<file path="config.mk">
export PLATFORM = sky130hd
export DESIGN_NAME = reset_boot_controller
export DESIGN_NICKNAME = d
export VERILOG_FILES = /design/src/rtl/reset_boot_controller.sv
export SDC_FILE = /design/constraint.sdc
export NUM_CORES = 1
export LEC_CHECK = 0
export ABC_CLOCK_PERIOD_IN_PS = 2400
export CAP_MARGIN = 20
export CORE_UTILIZATION = 35
export CTS_BUF_LIST = sky130_fd_sc_hd__clkbuf_4 sky130_fd_sc_hd__clkbuf_8 sky130_fd_sc_hd__clkbuf_16
export DETAILED_ROUTE_END_ITERATION = 7
export MAX_ROUTING_LAYER = met4
export PLACE_DENSITY = 0.63
export SYNTH_ARGS = -nofsm -noshare
export SYNTH_HDL_FRONTEND = slang
export SYNTH_SLANG_ARGS = --single-unit
</file>
<file path="constraint.sdc">
create_clock -name clk -period 2.4 [get_ports clk]
set_clock_uncertainty 0.1 [all_clocks]
set_input_delay 0.24 -clock clk [delete_from_list [all_inputs] [get_ports clk]]
set_output_delay 0.24 -clock clk [all_outputs]
set_load 0.005 [all_outputs]
</file>
<file path="src/rtl/reset_boot_controller.sv">
// Merges power-on, debounced key and UART reset requests into one stretched sys_reset and latches the boot mode.
// Define RESET_KEY_EN to build the key synchronizer/debouncer; otherwise key_reset_n is ignored.
module reset_boot_controller #(
    parameter int DEBOUNCE_CYCLES = 1000000,
    parameter int STRETCH_CYCLES  = 1024,
    parameter int CNT_BITS        = 20
) (
    input  logic       clk,
    input  logic       reset_n,
    input  logic       key_reset_n,
    input  logic       uart_reset,
    input  logic       boot_sw,
    output logic       sys_reset,
    output logic       boot_mode,
    output logic [1:0] reset_cause
);
    // state | meaning
    // HOLD  | sys_reset asserted; stretch counter runs once every source is idle
    // RUN   | sys_reset released; boot_mode frozen until the next reset
    typedef enum logic {HOLD = 1'b0, RUN = 1'b1} state_t;

    localparam logic [CNT_BITS-1:0] SC_LAST = CNT_BITS'(STRETCH_CYCLES - 1);

    state_t              state;
    logic [CNT_BITS-1:0] sc;
    logic                bs_meta;
    logic                bs_sync;
    logic                key_evt;
    logic                key_act;
    logic                src_act;

    always_ff @(posedge clk or negedge reset_n) begin
        if (!reset_n) begin
            bs_meta <= 1'b0;
            bs_sync <= 1'b0;
        end else begin
            bs_meta <= boot_sw;
            bs_sync <= bs_meta;
        end
    end

`ifdef RESET_KEY_EN
    localparam logic [CNT_BITS-1:0] DC_LAST = CNT_BITS'(DEBOUNCE_CYCLES - 1);

    logic                ks_meta;
    logic                ks;
    logic                kd;
    logic                kd_d;
    logic [CNT_BITS-1:0] dc;

    // The key idles released, so the whole chain resets high.
    always_ff @(posedge clk or negedge reset_n) begin
        if (!reset_n) begin
            ks_meta <= 1'b1;
            ks      <= 1'b1;
            kd      <= 1'b1;
            kd_d    <= 1'b1;
            dc      <= '0;
        end else begin
            ks_meta <= key_reset_n;
            ks      <= ks_meta;
            kd_d    <= kd;
            if (ks == kd) begin
                dc <= '0;
            end else if (dc == DC_LAST) begin
                kd <= ks;
                dc <= '0;
            end else begin
                dc <= dc + 1'b1;
            end
        end
    end

    assign key_evt = kd_d & ~kd;
    assign key_act = ~kd;
`else
    logic key_unused;
    assign key_unused = key_reset_n;
    assign key_evt    = 1'b0;
    assign key_act    = 1'b0;
`endif

    assign src_act = key_act | uart_reset;

    always_ff @(posedge clk or negedge reset_n) begin
        if (!reset_n) begin
            state       <= HOLD;
            sc          <= '0;
            sys_reset   <= 1'b1;
            boot_mode   <= 1'b0;
            reset_cause <= 2'b00;
        end else begin
            case (state)
                HOLD: begin
                    if (src_act) begin
                        sc <= '0;
                    end else if (sc == SC_LAST) begin
                        state     <= RUN;
                        sys_reset <= 1'b0;
                        boot_mode <= bs_sync;
                    end else begin
                        sc <= sc + 1'b1;
                    end
                end
                RUN: begin
                    // Cause is captured only here, so requests arriving during HOLD never overwrite it.
                    if (key_evt | uart_reset) begin
                        state       <= HOLD;
                        sc          <= '0;
                        sys_reset   <= 1'b1;
                        reset_cause <= {uart_reset, key_evt};
                    end
                end
                default: state <= HOLD;
            endcase
        end
    end

endmodule
</file>
==> out/summary.txt <==
CTS sink count: 26
FF-to-FF End: boot_mode
Post-synth top flop: dfrtp_1
H-tree levels: 1
ANT cells: 0
commonest cells in the netlist: 25 x dfrtp_1, 12 x o21ai_0, 8 x nor2_1
fmax: 0.471 GHz
Synth Area in Compound Gates: 0.126
initial DRC count: 34
die width: 64.4 um
Post-Synth Simple-Gate Area: 0.244
synth top area cells: dfrtp_1 46%, xnor2_1 4.5%, o21ai_0 4.4%, nor4_1 3.2%, nand3_1 2.6%
startpoint types: register
worst vdd ir: 0.301 mV
Adder-Cell Fraction of Synth Area: 0.00918
global route overflow: 0
fin crit share: 0.884
Min-Delay Path Class: input pin to asynchronous set/reset pin
Total Power: 782 uW
LEAKAGE: 0.597 nW
I/O pin total: 9
Slew Limit Fails: 0
Post-Layout Cell Count: 192
Post-Syn Nets: 142
Min Clock Period, post-route: 2.12 ns
synthesized area: 1360 sq um
CP startpoint: sc[1]
initial antenna violation count: 0
status: finished clean
layout cells sized above 1: 0.146
first-pass GRT wire length: 4.69 mm
Required @ worst endpoint: 2.46 ns
synthesized instance count: 136
Yosys warnings: 0
critical path arrival: 2.18 ns
vias: 1032
hpwl dp: 1.88 mm
Via density: 5.38
Port Buf Inserts: 6
XOR/XNOR share of the synthesized area: 0.0707
EDFF count, synth: 0
pwr dens: 513 nW/um^2
CTS max path bufs: 2
hold_buf cts: 0
P&R area growth vs syn: 11.8%
Routed Antenna Nets: 0
largest family of logic cells by synthesized area: simple AND/OR/NAND/NOR gates
CTS tree: done
Worst R2R Start: sc[1]
largest net degree at the start of global routing: 28
drt drc: 0
Yosys cell types: 41
Die H: 64.4 um
DR WL/cell: 14.1 um
Clk pin slew, worst setup/hold paths: 0.09 ns
Layout fillers: 378
most common cell in the netlist: dfrtp_1
r2r worst-path depth: 5
post-synth top area cell: dfrtp_1
Final Hold Viols: 0
# rows: 22
Final #Nets: 151
post-CTS setup buffers: 0
CTS Buf Count: 3
number of instances in the placed design: 188
register area share after synthesis: 0.478
RSZ-0062 raised after global routing: false
Skew-Pair Late Insertion Delay: 0.27 ns
Core Area: 3690 sq um
Root Driver: clkbuf_8
flip-flop and latch count after synthesis: 26
Setup Total Neg Slack: 0 ns
Worst Path Class, Setup: register to register
RD Place Congestion: 0.811
GR Util All Layers: 0.149
ys async rst share: 1.00
vias in the first global route: 1008
critical-path maximum fanout: 12
Resized cells post-CTS: 0
mux contribution to synthesized area: 0.0193
Die ar.: 4150 sq um
1st-pass router iterations: 4
max-cap viol count: 0
# setup viols final: 0
Initial Utilization: 0.369
syn avg cell area: 10.0 sq um
CP Capture Type: register
total wire length: 2.70 mm
Yosys top cell area share: 0.459
reg-to-reg slack, setup: 0.28 ns
-- metrics by stage --
step | cell area [sq um] | hold slack, ns | worst slack (ns) | utilization
after floorplan | 1360 | -0.156 | 0.412 | -
after global placement | 1480 | 0.232 | 0.238 | 0.400
after detailed placement | 1480 | 0.250 | 0.158 | 0.400
after CTS | 1520 | 0.247 | 0.292 | 0.413
after global routing | 1520 | 0.264 | 0.200 | 0.413
final | 1520 | 0.235 | 0.278 | 0.413
-- layout make-up --
cell class | instances | area [sq um] | share of cell area
clock buffer | 4 | 48.8 | 0.0320
inverter | 6 | 22.5 | 0.0148
multi-input combinational | 97 | 643 | 0.422
sequential | 26 | 652 | 0.428
tap | 48 | 60.1 | 0.0394
timing repair buffer | 11 | 97.6 | 0.0640
-- report_power, final --
part | internal (mW) | switching [mW] | leakage (nW)
clock network | 0.130 | 0.135 | 0.0262
logic | 0.0281 | 0.0342 | 0.220
registers | 0.448 | 0.00656 | 0.351
-- worst max-delay path, cell delays in order, from the launching register on --
cell and delay, ns:
dfrtp_1 0.37, ha_1 0.20, nand4_1 0.18, or2_1 0.37, or3_4 0.48, mux2_4 0.32
-- flip-flops by register name (all words and copies together), names as in the netlist --
signal,flops
boot_mode,1
state,1
sc,20
reset_cause,1
sys_reset,1
bs_meta,1
bs_sync,1
-- metal layers --
metal | GRT usage | wire length [um]
met1 | 0.193 | 1340
met5 | - | 0
met2 | 0.238 | 1300
met4 | 0.0278 | 0
met3 | 0.0339 | 64
-- logic make-up after synthesis --
family / count (synthesis)
multiplexers: 2
buffers and inverters: 13
adder cells (fa/ha/maj): 1
other: 1
flip-flops: 26
AND/OR/NAND/NOR: 55
AO/OA/AOI/OAI: 27
XOR/XNOR: 11
-- placed cells by master, fill, tap and decap left out, types with 2 or more instances in the layout --
cell,instances
a21oi_1,5
or3_1,4
nor4_1,7
clkdlybuf4s50_1,6
nor2_1,8
o31ai_1,2
o41ai_1,2
nand4_1,4
o21ai_0,12
inv_1,6
buf_4,5
or4_1,2
nand2b_1,2
nor2b_1,2
nor3_1,4
nand2_1,6
a22o_2,2
dfrtp_1,25
xor2_1,4
xnor2_1,7
clkbuf_8,3
nand3_1,7
-- worst max path at each step --
stage / cells after the start / end
finish: 5 / boot_mode
CTS: 5 / boot_mode
global placement: 5 / boot_mode
floorplan: 6 / boot_mode
detailed placement: 5 / boot_mode
global route: 5 / boot_mode
(Power assumes the default switching activity.)
